## src/rtl/fdtd_ez_sweep_ctrl_if.sv

```systemverilog
// rtl/fdtd_ez_sweep_ctrl_if.sv - scheduler/field-RAM/calc bus of the Ez sweep sequencer
// perf_cycles exists only when FDTD_EZ_CTRL_PERF_EN is defined.
interface fdtd_ez_sweep_ctrl_if #(
    parameter int ADDR_WIDTH    = 10,
    parameter int N_SWEEP_WIDTH = 8
);
    logic                     start;
    logic                     abort;
    logic [ADDR_WIDTH:0]      cell_count;
    logic [N_SWEEP_WIDTH-1:0] n_sweeps;
    logic                     busy;
    logic                     done;
    logic                     sweep_done;
    logic                     fld_rd_en;
    logic [ADDR_WIDTH-1:0]    fld_rd_addr;
    logic                     calc_clken;
    logic                     ez_wr_en;
    logic [ADDR_WIDTH-1:0]    ez_wr_addr;
`ifdef FDTD_EZ_CTRL_PERF_EN
    logic [31:0]              perf_cycles;
`endif

    modport master (
`ifdef FDTD_EZ_CTRL_PERF_EN
        input  perf_cycles,
`endif
        output start, abort, cell_count, n_sweeps,
        input  busy, done, sweep_done, fld_rd_en, fld_rd_addr,
               calc_clken, ez_wr_en, ez_wr_addr
    );

    modport slave (
`ifdef FDTD_EZ_CTRL_PERF_EN
        output perf_cycles,
`endif
        input  start, abort, cell_count, n_sweeps,
        output busy, done, sweep_done, fld_rd_en, fld_rd_addr,
               calc_clken, ez_wr_en, ez_wr_addr
    );
endinterface

```

## src/rtl/fdtd_ez_sweep_ctrl.sv

```systemverilog
// rtl/fdtd_ez_sweep_ctrl.sv - 1-D FDTD Ez sweep sequencer with delay-matched write-back
// Optional busy-cycle counter enabled by FDTD_EZ_CTRL_PERF_EN.
module fdtd_ez_sweep_ctrl #(
    parameter int ADDR_WIDTH    = 10,
    parameter int RD_LAT        = 1,
    parameter int CALC_LAT      = 4,
    parameter int N_SWEEP_WIDTH = 8
) (
    input  logic                CLK,
    input  logic                RST_N,
    fdtd_ez_sweep_ctrl_if.slave bus
);
    localparam int PIPE_LAT = RD_LAT + CALC_LAT;
    localparam int CNT_W    = (PIPE_LAT > 1) ? $clog2(PIPE_LAT) : 1;

    typedef enum logic [2:0] {
        S_IDLE,
        S_RUN,
        S_DRAIN,
        S_GAP,
        S_DONE
    } state_t;

    state_t                                 state;
    logic [ADDR_WIDTH-1:0]                  last_idx;
    logic [ADDR_WIDTH-1:0]                  rd_addr;
    logic [N_SWEEP_WIDTH-1:0]               sweeps_left;
    logic [CNT_W-1:0]                       drain_cnt;
    logic                                   rd_en;
    logic                                   clken;
    logic                                   done_q;
    logic                                   sweep_done_q;
    logic [PIPE_LAT-1:0]                    wr_vld;
    logic [PIPE_LAT-1:0][ADDR_WIDTH-1:0]    wr_idx;

    always_ff @(posedge CLK or negedge RST_N) begin
        if (!RST_N) begin
            state        <= S_IDLE;
            last_idx     <= '0;
            rd_addr      <= '0;
            sweeps_left  <= '0;
            drain_cnt    <= '0;
            rd_en        <= 1'b0;
            clken        <= 1'b0;
            done_q       <= 1'b0;
            sweep_done_q <= 1'b0;
            wr_vld       <= '0;
            wr_idx       <= '0;
        end else begin
            done_q       <= 1'b0;
            sweep_done_q <= 1'b0;
            wr_vld[0]    <= rd_en;
            wr_idx[0]    <= rd_addr;
            for (int k = 1; k < PIPE_LAT; k++) begin
                wr_vld[k] <= wr_vld[k-1];
                wr_idx[k] <= wr_idx[k-1];
            end

            // Abort wins over everything and drops writes still in flight.
            if (bus.abort && state != S_IDLE) begin
                state   <= S_IDLE;
                rd_en   <= 1'b0;
                rd_addr <= '0;
                clken   <= 1'b0;
                wr_vld  <= '0;
            end else begin
                case (state)
                    S_IDLE: begin
                        if (bus.start) begin
                            if (bus.cell_count >= (ADDR_WIDTH+1)'(2)) begin
                                last_idx    <= ADDR_WIDTH'(bus.cell_count - (ADDR_WIDTH+1)'(1));
                                sweeps_left <= (bus.n_sweeps == '0) ? N_SWEEP_WIDTH'(1) : bus.n_sweeps;
                                rd_addr     <= '0;
                                rd_en       <= 1'b1;
                                clken       <= 1'b1;
                                state       <= S_RUN;
                            end else begin
                                done_q <= 1'b1;
                                state  <= S_DONE;
                            end
                        end
                    end
                    S_RUN: begin
                        if (rd_addr == last_idx) begin
                            rd_en     <= 1'b0;
                            drain_cnt <= '0;
                            state     <= S_DRAIN;
                        end else begin
                            rd_addr <= rd_addr + ADDR_WIDTH'(1);
                        end
                    end
                    S_DRAIN: begin
                        if (drain_cnt == CNT_W'(PIPE_LAT - 1)) begin
                            sweep_done_q <= 1'b1;
                            if (sweeps_left != N_SWEEP_WIDTH'(1)) begin
                                sweeps_left <= sweeps_left - N_SWEEP_WIDTH'(1);
                                state       <= S_GAP;
                            end else begin
                                clken  <= 1'b0;
                                done_q <= 1'b1;
                                state  <= S_DONE;
                            end
                        end else begin
                            drain_cnt <= drain_cnt + CNT_W'(1);
                        end
                    end
                    S_GAP: begin
                        rd_addr <= '0;
                        rd_en   <= 1'b1;
                        state   <= S_RUN;
                    end
                    S_DONE: begin
                        state <= S_IDLE;
                    end
                    default: begin
                        state <= S_IDLE;
                    end
                endcase
            end
        end
    end

    // Ez[0] is the PEC boundary and is never written.
    assign bus.ez_wr_en    = wr_vld[PIPE_LAT-1] && (wr_idx[PIPE_LAT-1] != '0);
    assign bus.ez_wr_addr  = wr_idx[PIPE_LAT-1];
    assign bus.fld_rd_en   = rd_en;
    assign bus.fld_rd_addr = rd_addr;
    assign bus.calc_clken  = clken;
    assign bus.done        = done_q;
    assign bus.sweep_done  = sweep_done_q;
    assign bus.busy        = (state != S_IDLE);

`ifdef FDTD_EZ_CTRL_PERF_EN
    logic [31:0] perf_cnt;

    // The DONE reporting cycle is left out so the count equals the active sweep cycles.
    always_ff @(posedge CLK or negedge RST_N) begin
        if (!RST_N) begin
            perf_cnt <= '0;
        end else if (state == S_IDLE && bus.start) begin
            perf_cnt <= '0;
        end else if (state != S_IDLE && state != S_DONE && perf_cnt != 32'hFFFF_FFFF) begin
            perf_cnt <= perf_cnt + 32'd1;
        end
    end

    assign bus.perf_cycles = perf_cnt;
`endif
endmodule
```

## src/flat_wrapper.sv

```systemverilog
// flat-port wrapper written by rule: the top's interface ports become plain ports
module fdtd_ez_sweep_ctrl_flat 
#(
    parameter int ADDR_WIDTH    = 10,
    parameter int RD_LAT        = 1,
    parameter int CALC_LAT      = 4,
    parameter int N_SWEEP_WIDTH = 8
)
  (CLK, RST_N, bus_start, bus_abort, bus_cell_count, bus_n_sweeps, bus_busy, bus_done, bus_sweep_done, bus_fld_rd_en, bus_fld_rd_addr, bus_calc_clken, bus_ez_wr_en, bus_ez_wr_addr);
  fdtd_ez_sweep_ctrl_if #(.ADDR_WIDTH(ADDR_WIDTH), .N_SWEEP_WIDTH(N_SWEEP_WIDTH)) bus_i ();
  input  logic CLK;
  input  logic RST_N;
  input wire logic [$bits(bus_i.start)-1:0] bus_start;
  input wire logic [$bits(bus_i.abort)-1:0] bus_abort;
  input wire logic [$bits(bus_i.cell_count)-1:0] bus_cell_count;
  input wire logic [$bits(bus_i.n_sweeps)-1:0] bus_n_sweeps;
  output wire logic [$bits(bus_i.busy)-1:0] bus_busy;
  output wire logic [$bits(bus_i.done)-1:0] bus_done;
  output wire logic [$bits(bus_i.sweep_done)-1:0] bus_sweep_done;
  output wire logic [$bits(bus_i.fld_rd_en)-1:0] bus_fld_rd_en;
  output wire logic [$bits(bus_i.fld_rd_addr)-1:0] bus_fld_rd_addr;
  output wire logic [$bits(bus_i.calc_clken)-1:0] bus_calc_clken;
  output wire logic [$bits(bus_i.ez_wr_en)-1:0] bus_ez_wr_en;
  output wire logic [$bits(bus_i.ez_wr_addr)-1:0] bus_ez_wr_addr;
  assign bus_i.start = bus_start;
  assign bus_i.abort = bus_abort;
  assign bus_i.cell_count = bus_cell_count;
  assign bus_i.n_sweeps = bus_n_sweeps;
  assign bus_busy = bus_i.busy;
  assign bus_done = bus_i.done;
  assign bus_sweep_done = bus_i.sweep_done;
  assign bus_fld_rd_en = bus_i.fld_rd_en;
  assign bus_fld_rd_addr = bus_i.fld_rd_addr;
  assign bus_calc_clken = bus_i.calc_clken;
  assign bus_ez_wr_en = bus_i.ez_wr_en;
  assign bus_ez_wr_addr = bus_i.ez_wr_addr;
  fdtd_ez_sweep_ctrl #(.ADDR_WIDTH(ADDR_WIDTH), .RD_LAT(RD_LAT), .CALC_LAT(CALC_LAT), .N_SWEEP_WIDTH(N_SWEEP_WIDTH)) u_core (.CLK(CLK), .RST_N(RST_N), .bus(bus_i));
endmodule
```

## config.mk

```make
export PLATFORM = sky130hd
export DESIGN_NAME = fdtd_ez_sweep_ctrl_flat
export DESIGN_NICKNAME = d
export VERILOG_FILES = /design/src/rtl/fdtd_ez_sweep_ctrl_if.sv /design/src/rtl/fdtd_ez_sweep_ctrl.sv /design/src/flat_wrapper.sv
export SDC_FILE = /design/constraint.sdc
export NUM_CORES = 1
export LEC_CHECK = 0
export CORE_ASPECT_RATIO = 1.25
export CORE_MARGIN = 5
export CORE_UTILIZATION = 43
export CTS_CLUSTER_SIZE = 25
export DETAILED_ROUTE_END_ITERATION = 16
export HOLD_SLACK_MARGIN = 0.12
export SETUP_SLACK_MARGIN = 0.02
export SLEW_MARGIN = 20
export SYNTH_ARGS = -nofsm -noshare
export SYNTH_HDL_FRONTEND = slang
export SYNTH_SLANG_ARGS = --single-unit
export TNS_END_PERCENT = 100
```

## constraint.sdc

```tcl
create_clock -name CLK -period 2.9 [get_ports CLK]
set_input_delay 0.58 -clock CLK [delete_from_list [all_inputs] [get_ports CLK]]
set_output_delay 0.58 -clock CLK [all_outputs]
set_load 0.005 [all_outputs]
```

==> results.md, run 1 <==
* GRT Util Overall at 0.1491
* Vias at ~2700
* Slowest CP cell: clkdlybuf4s50_1
* Initial DRC count at around 190
* Clock Skews at roughly 0.0048 ns
* WP data required at 2.32 ns
* R2R depth at 5
* Syn nets at 386
* FF/Latch Area at 0.002327 mm^2
* Leak pwr at 2.185 nW
* Synth Cell Area at 0.003988 mm^2
* Final #Nets at 427
* Grt ovf at 0
* Setup TNS at 0 ns
* Row Count at 39
* DP HPWL at 5.428 mm
* Unique cell type count in the Yosys netlist at 54
* CTS sink cnt at 93
* Multi-input logic area at 0.001448 mm^2
* Slew @ Worst Pin at 0.6670 ns
* Clock transition at the registers of the reported paths at 0.06 ns
* GPL Wtd Cong at 0.8352
* Worst R2R Setup Slack at just under 0.8 ns
* Die width at 96.13 um
* Fin. max-slew vios at 0
* FFs w/ async S/R, synth at 1.000
* Slew margin rel. at 0.5542
* Switch share at 0.3077
* Worst Hold Class: in2async
* Starting Density at 0.4370
* Fillers at 837
* H-tree levels at 3
* Status: complete, no violations
* Die footprint at 0.01131 mm^2
* Vias in the first global route at around 2800
* Reg2reg start: u_core.bus.fld_rd_addr[8]$_DFFE_PN0P_
* Drt total wl at roughly 7.5 mm
* Comb power frac at 0.226
* Setup-failing EPs final at 0
* WP depth at 3
* Post-CTS Repair Setup Buffers at 0
* Number of flops mapped to enable cells by yosys at 0
* CP Max Fanout at 12
* IO buf count at 48
* CP max stage delay at about 0.5 ns
* CTS tree: built
* Vias/cell at 5.213
* First-pass GRT wire length at 13.28 mm
* Clock Power Share at 0.305
* Die height at about 120 um
* Mapped Cells at between 300 and 400
* Cell family with most CP delay: buffers and inverters
* Synth-to-Final Area Change at 20.21%
* RSZ-0062 raised after global routing: no
* Post-CTS Hold Fix Bufs at 0
* PD cells at 793.5 mW/mm^2
* Endpoint class of the critical path: output port
* Sequential area share after synthesis at 0.5836
* Final hold violation count at 0
* DRC errors left at 0
* Max rail drop VDD at 0.0003324 V
* Placed inst area at 0.004494 mm^2
* Finished layout cell area at 0.004793 mm^2
* Power Internal at 2.633 mW
* Root Driver: clkbuf_16
* Post-cts resize count at 0
* Num ports at 49
* Core area at 0.009125 mm^2
* Final ANT Viol Nets at 0
* Clk_lat worst skew at about 0.34 ns
* Clock buffer depth at 2
* CP Launch Type: register
* Share of layout cells above drive strength 1 at 0.08209
* Avg WL per Cell at 14.23 um
* Mean Syn Cell Area at around 11 um^2
* Fmax at 397.6 MHz
* Pin count of the biggest net entering global routing at 55
* Main synth FF type: dfrtp_1
* Setup CP Type: reg2out
* Router iterations before antenna repair at 4
* Buffers and inverters on the worst path at 2
* Ys Warns at 0
* Initial antenna violation count at 0
* Crit share post-route at 0.8673
* Max Cap Viol at 0
* Switch Pwr at 1.170 mW
* Seq cells post-synth at 93
* Diode count at 0
* Worst path cell trace: nor3_1 > inv_1 > clkdlybuf4s50_1
* Minimum clock period at 2.515 ns
* Worst path arrival time at slightly below 2 ns
* CTS Buf Count at 9
* Seq pwr share at 0.468
* RR Endpoint: u_core.bus.fld_rd_addr[2]$_DFFE_PN0P_
[layer usage]
layer  track usage  part of all wire
met1        0.1857              0.41
met2        0.2402              0.52
met3       0.03069             0.038
met4       0.07562             0.029
met5             0                 0
[cell families (layout without fill, tap and decap cells)]
logic type	after synthesis	in the layout	synth area share
buf+inv	34	80	0.05334
xor+xnor	18	18	0.03954
fa+ha+maj	7	7	0.02196
simple gates	124	124	0.1688
compound gates	80	80	0.1327
flops	93	93	0.5836
[Yosys cell counts, types with 2 or more instances]
master	number	area, um^2
buf_2	3	15.01
o311ai_0	3	26.28
nor3b_1	5	37.54
nand2b_1	2	12.51
o21ai_0	30	150.1
buf_6	3	33.78
nand2_1	41	153.9
or4b_1	2	20.02
o211ai_1	4	30.03
inv_1	12	45.04
nor2_1	23	86.33
a22oi_1	2	15.01
nor4_1	4	25.02
nand3_1	13	65.06
and3_1	7	43.79
nor4_2	4	50.05
clkbuf_1	2	7.510
o21ai_1	3	15.01
and2_1	5	31.28
xnor2_1	5	43.79
dfrtp_1	93	2327
xor2_1	13	113.9
o311ai_1	3	26.28
a21oi_1	14	70.07
ha_1	7	87.58
nor3_1	7	35.03
nand4_1	2	12.51
a31oi_1	6	37.54
buf_4	13	97.59
[how the worst max path moves through the flow]
stage | slack [ns] | to | start
floorplan | 1.06 | u_core.sweeps_left[7]$_DFFE_PN0P_ | bus_abort
detailed placement | 0.24 | u_core.bus.fld_rd_en$_DFFE_PN0P_ | bus_cell_count[4]
global route | 0.20 | bus_busy | u_core.state[1]$_DFFE_PN0P_
finish | 0.38 | bus_busy | u_core.state[1]$_DFFE_PN0P_
CTS | 0.37 | bus_busy | u_core.state[1]$_DFFE_PN0P_
global placement | 0.30 | u_core.bus.fld_rd_en$_DFFE_PN0P_ | bus_cell_count[4]
[power groups by stage]
| stage | combinational [mW] | clock, mW | sequential [mW] |
|---|---|---|---|
| final | 0.861 | 1.16 | 1.78 |
| after global placement | 0.853 | 0 | 1.80 |
| after global routing | 0.981 | 1.26 | 1.82 |
| after CTS | 0.878 | 1.19 | 1.79 |
| after detailed placement | 0.875 | 0 | 1.81 |
| after floorplan | 0.636 | 0 | 1.73 |
[placed cells by master, fill, tap and decap left out, drive strengths merged, types with 9 or more instances in the layout]
cell type       n
nor2           24
a21oi          14
xor2           13
o21ai          34
inv            14
clkbuf         10
nand2          41
clkdlybuf4s50  47
nor4            9
dfrtp          93
nand3          13
[final cells by class]
class | instances | share of cell area
multi-input cells | 229 | 0.3020
clock inverters | 6 | 0.01462
clock buffers | 10 | 0.04777
flip-flops and latches | 93 | 0.4855
well taps | 123 | 0.03211
inverters | 12 | 0.009397
repair buffers | 52 | 0.1086
[registers in the layout (all words and copies together) (netlist names), 3 cells and up]
register	cells
u_core.bus.ez_wr_addr	10
u_core.drain_cnt	3
u_core.sweeps_left	8
u_core.wr_idx	40
u_core.wr_vld	5
u_core.bus.fld_rd_addr	10
u_core.last_idx	10
u_core.state	3
[per-stage QoR]
step | instances | setup slack, ns | total power, mW | utilization | hold WS [ns]
floorplan | 356 | 1.061 | 2.370 | - | 0.2844
global placement | 509 | 0.3001 | 2.652 | 0.4925 | 0.3315
detailed placement | 509 | 0.2418 | 2.685 | 0.4925 | 0.3347
CTS | 525 | 0.3691 | 3.852 | 0.5253 | 0.2413
global route | 525 | 0.1994 | 4.056 | 0.5253 | 0.2587
finish | 525 | 0.3850 | 3.803 | 0.5253 | 0.2092
Power figures use the tool's default switching activity.
==> inputs of run 2 (changes only) <==
Settings changed: CORE_MARGIN 5 to not set.
==> results.md, run 2 (synthesis gave the netlist of run 1 again) <==
* Status: complete, no violations
* Router iterations before antenna repair at 4 (unchanged)
* GR Util met2 at 0.2901 (+0.04997)
* DRC errors left at 0 (unchanged)
* Max Cap Viol at 0 (unchanged)
* Slew @ Worst Pin at 0.6972 ns (+0.03020 ns)
* Vias at 2738 (+0.037%)
* Final #Nets at 429 (+0.47%)
* Finished layout cell area at 0.004708 mm^2 (-1.8%)
* Pre-CTS setup slack at 0.2577 ns (+0.01590 ns)
* Setup-failing EPs final at 0 (unchanged)
* Most frequent cells in the layout: dfrtp_1 (93), clkdlybuf4s50_1 (47), nand2_1 (41), o21ai_0 (30), nor2_1 (23)
* RSZ-0062 raised after global routing: no
* R2R depth at 5 (unchanged)
* Final hold violation count at 0 (unchanged)
* Max rail drop VDD at 0.0003248 V (-2.3%)
* Clock transition at the registers of the reported paths at 0.09 ns (+0.03 ns)
* Grt ovf at 0 (unchanged)
* Post-CTS Repair Setup Buffers at 0 (unchanged)
* Worst setup endpoint: bus_busy
* Reg2reg start: u_core.bus.fld_rd_addr[8]$_DFFE_PN0P_
* Setup TNS at 0 ns (unchanged)
* Met1 Usage GRT at 0.2232 (+0.03747)
* Setup CP Type: reg2out
* CTS Buf Count at 9 (unchanged)
* DP HPWL at 5.425 mm (about the same)
* Reg with most FFs: u_core.wr_idx
* Clock buffer depth at 2 (unchanged)
* Vias in the first global route at 2808 (+0.65%)
* Clk_lat worst skew at 0.37 ns (+0.03 ns)
* Final ANT Viol Nets at 0 (unchanged)
* Slew margin rel. at 0.5341 (-0.02018)
* Post-CTS Hold Fix Bufs at 0 (unchanged)
* Root Driver: clkbuf_8
* Clock Skews at 0.01119 ns (+0.006418 ns)
* Core area at 0.008843 mm^2 (-3.1%)
* Endpoint class of the critical path: output port
* Row Count at 38 (-2.6%)
* Fin. max-slew vios at 0 (unchanged)
* H-tree levels at 3 (unchanged)
* PD cells at 754.4 mW/mm^2 (-4.9%)
* IO buf count at 48 (unchanged)
* Synth-to-Final Area Change at 18.07%
* Total power at 3.552 mW (-6.6%)
* First-pass GRT wire length at 12.88 mm (-3.0%)
* Initial antenna violation count at 0 (unchanged)
* Most common cell after layout, fill and taps aside: dfrtp_1
* M3 GR Usage at 0.03604 (+0.005345)
* CTS tree: built
* GRT Util Overall at 0.1776 (+0.02853)
* WP data required at 2.32 ns (about the same)
* Share of layout cells above drive strength 1 at 0.08911 (+0.007019)
* Initial DRC count at 145 (-23%)
* Minimum clock period at 2.526 ns (+0.01133 ns)
* Vias/cell at 5.225 (+0.23%)
* Crit path from: u_core.state[1]$_DFFE_PN0P_
* Worst Hold Class: in2async
* Pin count of the biggest net entering global routing at 42 (-24%)
* GPL Wtd Cong at 0.8947 (+7.1%)
* Post-cts resize count at 0 (unchanged)
* Avg WL per Cell at 14.21 um (-0.18%)
* Diode count at 0 (unchanged)
* Die width at 88.13 um (-8.3%)
* Drt total wl at 7.444 mm (-0.37%)
* Starting Density at 0.4509 (+0.01391)
* Top Usage Layer GRT: met2
* Num ports at 49 (unchanged)
* CP Launch Type: register
* Fmax at 395.8 MHz (-0.45%)
* Die footprint at 0.009665 mm^2 (-15%)
* Final setup margin at 0.3736 ns (-0.01133 ns)
* Worst path arrival time at 1.95 ns (about the same)
* Die height at 109.7 um (-6.8%)
* RR Endpoint: u_core.bus.fld_rd_addr[2]$_DFFE_PN0P_
* Fillers at 860 (+2.7%)
* Worst R2R Setup Slack at 0.74 ns (-0.05 ns)
* Largest register FFs at 40 (unchanged)
* CP Max Fanout at 12 (unchanged)
* Worst hold slack at 0.1726 ns (-0.03656 ns)
* Leak pwr at 2.155 nW (-1.3%)
* CTS sink cnt at 93 (unchanged)
* Crit share post-route at 0.8712 (+0.003907)
* Placed inst area at 0.004493 mm^2 (about the same)
[run 2: layout make-up]
class / instances / area [um^2] / area share
Tap cell: 120 / 150.1 / 0.03189
Inverter: 12 / 45.04 / 0.009567
Sequential cell: 93 / 2327 / 0.4943
Clock inverter: 5 / 63.81 / 0.01355
Timing Repair Buffer: 54 / 523.0 / 0.1111
Multi-Input combinational cell: 229 / 1448 / 0.3075
Clock buffer: 11 / 151.4 / 0.03216
[run 2: layer usage]
metal / share of wire / vias up
li1: - / 1339
met3: 0.039 / 15
met2: 0.49 / 63
met4: 0.026 / 0
met5: 0 / -
met1: 0.44 / 1321
[run 2: how the worst min path moves through the flow]
stage                                            from                                  to  slack [ns]  cells past startpoint
after floorplan                                 RST_N   u_core.bus.calc_clken$_DFFE_PN0P_        0.28                      0
after global placement     u_core.wr_idx[6]$_DFF_PN0_         u_core.wr_idx[16]$_DFF_PN0_        0.33                      0
after detailed placement  u_core.wr_idx[31]$_DFF_PN0_  u_core.bus.ez_wr_addr[1]$_DFF_PN0_        0.33                      0
after CTS                                       RST_N  u_core.bus.ez_wr_addr[0]$_DFF_PN0_        0.19                      1
after global routing                            RST_N  u_core.bus.ez_wr_addr[1]$_DFF_PN0_        0.21                      1
final                                           RST_N  u_core.bus.ez_wr_addr[0]$_DFF_PN0_        0.17                      1
[run 2: worst max-delay path: stages, from the launching register on]
cell             delay [ns]
dfrtp_1                0.52
nor3_1                 0.34
inv_1                  0.23
clkdlybuf4s50_1        0.50
[run 2: power breakdown]
part	total (mW)	internal [mW]	switching (mW)	leakage, nW
combinational	0.867	0.394	0.473	0.816
clock	0.907	0.453	0.454	0.107
sequential	1.78	1.56	0.215	1.23
[run 2: stage by stage]
stage | util | instances
2_1_floorplan | - | 356
3_3_place_gp | 0.5081 | 508
3_5_place_dp | 0.5081 | 508
4_1_cts | 0.5324 | 524
5_1_grt | 0.5324 | 524
6_report | 0.5324 | 524
==> inputs of run 3 (changes only) <==
Settings changed: CORE_MARGIN set to 2.
==> results.md, run 3 (synthesis gave the netlist of run 1 again) <==
* Worst R2R Setup Slack at 0.74 ns (about the same)
* Die height at 111.7 um (+1.8%)
* CTS sink cnt at 93 (unchanged)
* GPL Wtd Cong at 0.9150 (+2.3%)
* Leak pwr at 2.201 nW (+2.1%)
* RR Endpoint: u_core.bus.fld_rd_addr[2]$_DFFE_PN0P_
* Die width at 90.13 um (+2.3%)
* Total power at 3.866 mW (+8.8%)
* Final hold violation count at 0 (unchanged)
* Most frequent cells in the layout: dfrtp_1 (93), clkdlybuf4s50_1 (47), nand2_1 (41), o21ai_0 (30), nor2_1 (23)
* Final #Nets at 427 (-0.47%)
* Starting Density at 0.4393 (-0.01156)
* Endpoint class of the critical path: output port
* Max rail drop VDD at 0.0003792 V (+17%)
* Avg WL per Cell at 14.27 um (+0.43%)
* Initial antenna violation count at 0 (unchanged)
* Seq pwr share at 0.463 (-0.038)
* Vias in the first global route at 2651 (-5.6%)
* RSZ-0062 raised after global routing: no
* Setup TNS at 0 ns (unchanged)
* Share of layout cells above drive strength 1 at 0.08458 (-0.004532)
* Clock transition at the registers of the reported paths at 0.07 ns (-0.02 ns)
* DP HPWL at 5.243 mm (-3.3%)
* CTS tree: built
* CP Launch Type: register
* Grt ovf at 0 (unchanged)
* Final ANT Viol Nets at 0 (unchanged)
* Setup CP Type: reg2out
* Slew @ Worst Pin at 0.6797 ns (-0.01755 ns)
* Router iterations before antenna repair at 4 (unchanged)
* Clock Skews at 0.007514 ns (-0.003680 ns)
* Row Count at 39 (+2.6%)
* Fin. max-slew vios at 0 (unchanged)
* Die footprint at 0.01006 mm^2 (+4.1%)
* CP Max Fanout at 12 (unchanged)
* Most common cell after layout, fill and taps aside: dfrtp_1
* IO buf count at 48 (unchanged)
* Post-CTS Repair Setup Buffers at 0 (unchanged)
* Root Driver: clkbuf_16
* Vias/cell at 5.196 (-0.56%)
* Vias at 2728 (-0.37%)
* Slew margin rel. at 0.5458 (+0.01173)
* Initial DRC count at 137 (-5.5%)
* Reg2reg start: u_core.bus.fld_rd_addr[1]$_DFFE_PN0P_
* GRT Util Overall at 0.1581 (-0.01954)
* Worst path arrival time at 1.92 ns (-0.03 ns)
* Pin count of the biggest net entering global routing at 53 (+26%)
* Fmax at 400.0 MHz (+1.1%)
* Diode count at 0 (unchanged)
* WP data required at 2.32 ns (about the same)
* Power Internal at 2.666 mW (+11%)
* Core area at 0.009076 mm^2 (+2.6%)
* First-pass GRT wire length at 12.72 mm (-1.2%)
* DRC errors left at 0 (unchanged)
* H-tree levels at 3 (unchanged)
* Num ports at 49 (unchanged)
* Post-CTS Hold Fix Bufs at 0 (unchanged)
* Cell family with most CP delay: buffers and inverters
* Comb power frac at 0.224 (-0.020)
* Minimum clock period at 2.500 ns (-0.02648 ns)
* Non-filler cells, final at 525 (+0.19%)
* Synth-to-Final Area Change at 20.58%
* CP max stage delay at 0.50 ns (-0.02 ns)
* CTS Buf Count at 9 (unchanged)
* Reg with most FFs: u_core.wr_idx
* Setup-failing EPs final at 0 (unchanged)
* Post-cts resize count at 0 (unchanged)
* Largest register FFs at 40 (unchanged)
* Switch share at 0.3105 (-0.01094)
* Worst path cell trace: nor3_1 > inv_1 > clkdlybuf4s50_1
* Slowest CP cell: dfrtp_1
* Status: complete, no violations
* Drt total wl at 7.490 mm (+0.62%)
* Crit share post-route at 0.8620 (-0.009131)
* PD cells at 804.0 mW/mm^2 (+6.6%)
* R2R depth at 5 (unchanged)
* # placed instances at 509 (+0.20%)
* Clk_lat worst skew at 0.34 ns (-0.03 ns)
* Buffers and inverters on the worst path at 2 (unchanged)
* Clock Power Share at 0.313 (+0.058)
* Worst Hold Class: in2async
* Switch Pwr at 1.200 mW (+5.1%)
* Clock buffer depth at 2 (unchanged)
* Max Cap Viol at 0 (unchanged)
[run 3: how the worst max path moves through the flow]
stage                                      from                                 to  slack [ns]  depth (start not counted)
CTS                 u_core.state[1]$_DFFE_PN0P_                           bus_busy        0.39                          3
global placement              bus_cell_count[4]   u_core.bus.fld_rd_en$_DFFE_PN0P_        0.29                          6
finish              u_core.state[1]$_DFFE_PN0P_                           bus_busy        0.40                          3
detailed placement            bus_cell_count[3]   u_core.bus.fld_rd_en$_DFFE_PN0P_        0.23                          6
global route        u_core.state[1]$_DFFE_PN0P_                           bus_busy        0.33                          3
floorplan                             bus_abort  u_core.sweeps_left[7]$_DFFE_PN0P_        1.06                          7
[run 3: per-layer routing]
metal | part of all wire | track usage | up-vias
met2 | 0.51 | 0.2702 | 64
met3 | 0.036 | 0.03586 | 18
met5 | 0 | 0 | -
li1 | - | - | 1329
met4 | 0.022 | 0.07179 | 0
met1 | 0.43 | 0.1912 | 1317
[run 3: through the flow]
step	hold WS, ns	cell area, um^2	worst slack [ns]	util
2_1_floorplan	0.2844	3988	1.061	-
3_3_place_gp	0.3313	4494	0.2857	0.4952
3_5_place_dp	0.3347	4494	0.2348	0.4952
4_1_cts	0.2470	4808	0.3884	0.5298
5_1_grt	0.2686	4808	0.3274	0.5298
6_report	0.2213	4808	0.4001	0.5298
[run 3: power by group through the flow]
stage               combinational [mW]  clock, mW  sequential, mW
global placement                 0.855          0            1.81
detailed placement               0.871          0            1.81
global route                     0.980       1.30            1.83
finish                           0.865       1.21            1.79
floorplan                        0.636          0            1.73
CTS                              0.876       1.25            1.79
[run 3: layout make-up]
type                            instances  area, um^2
Tap cell                              123       153.9
Multi-Input combinational cell        229        1448
Clock buffer                           10       239.0
Fill cell                             815        4268
Inverter                               12       45.04
Timing Repair Buffer                   52       520.5
Sequential cell                        93        2327
Clock inverter                          6       75.07
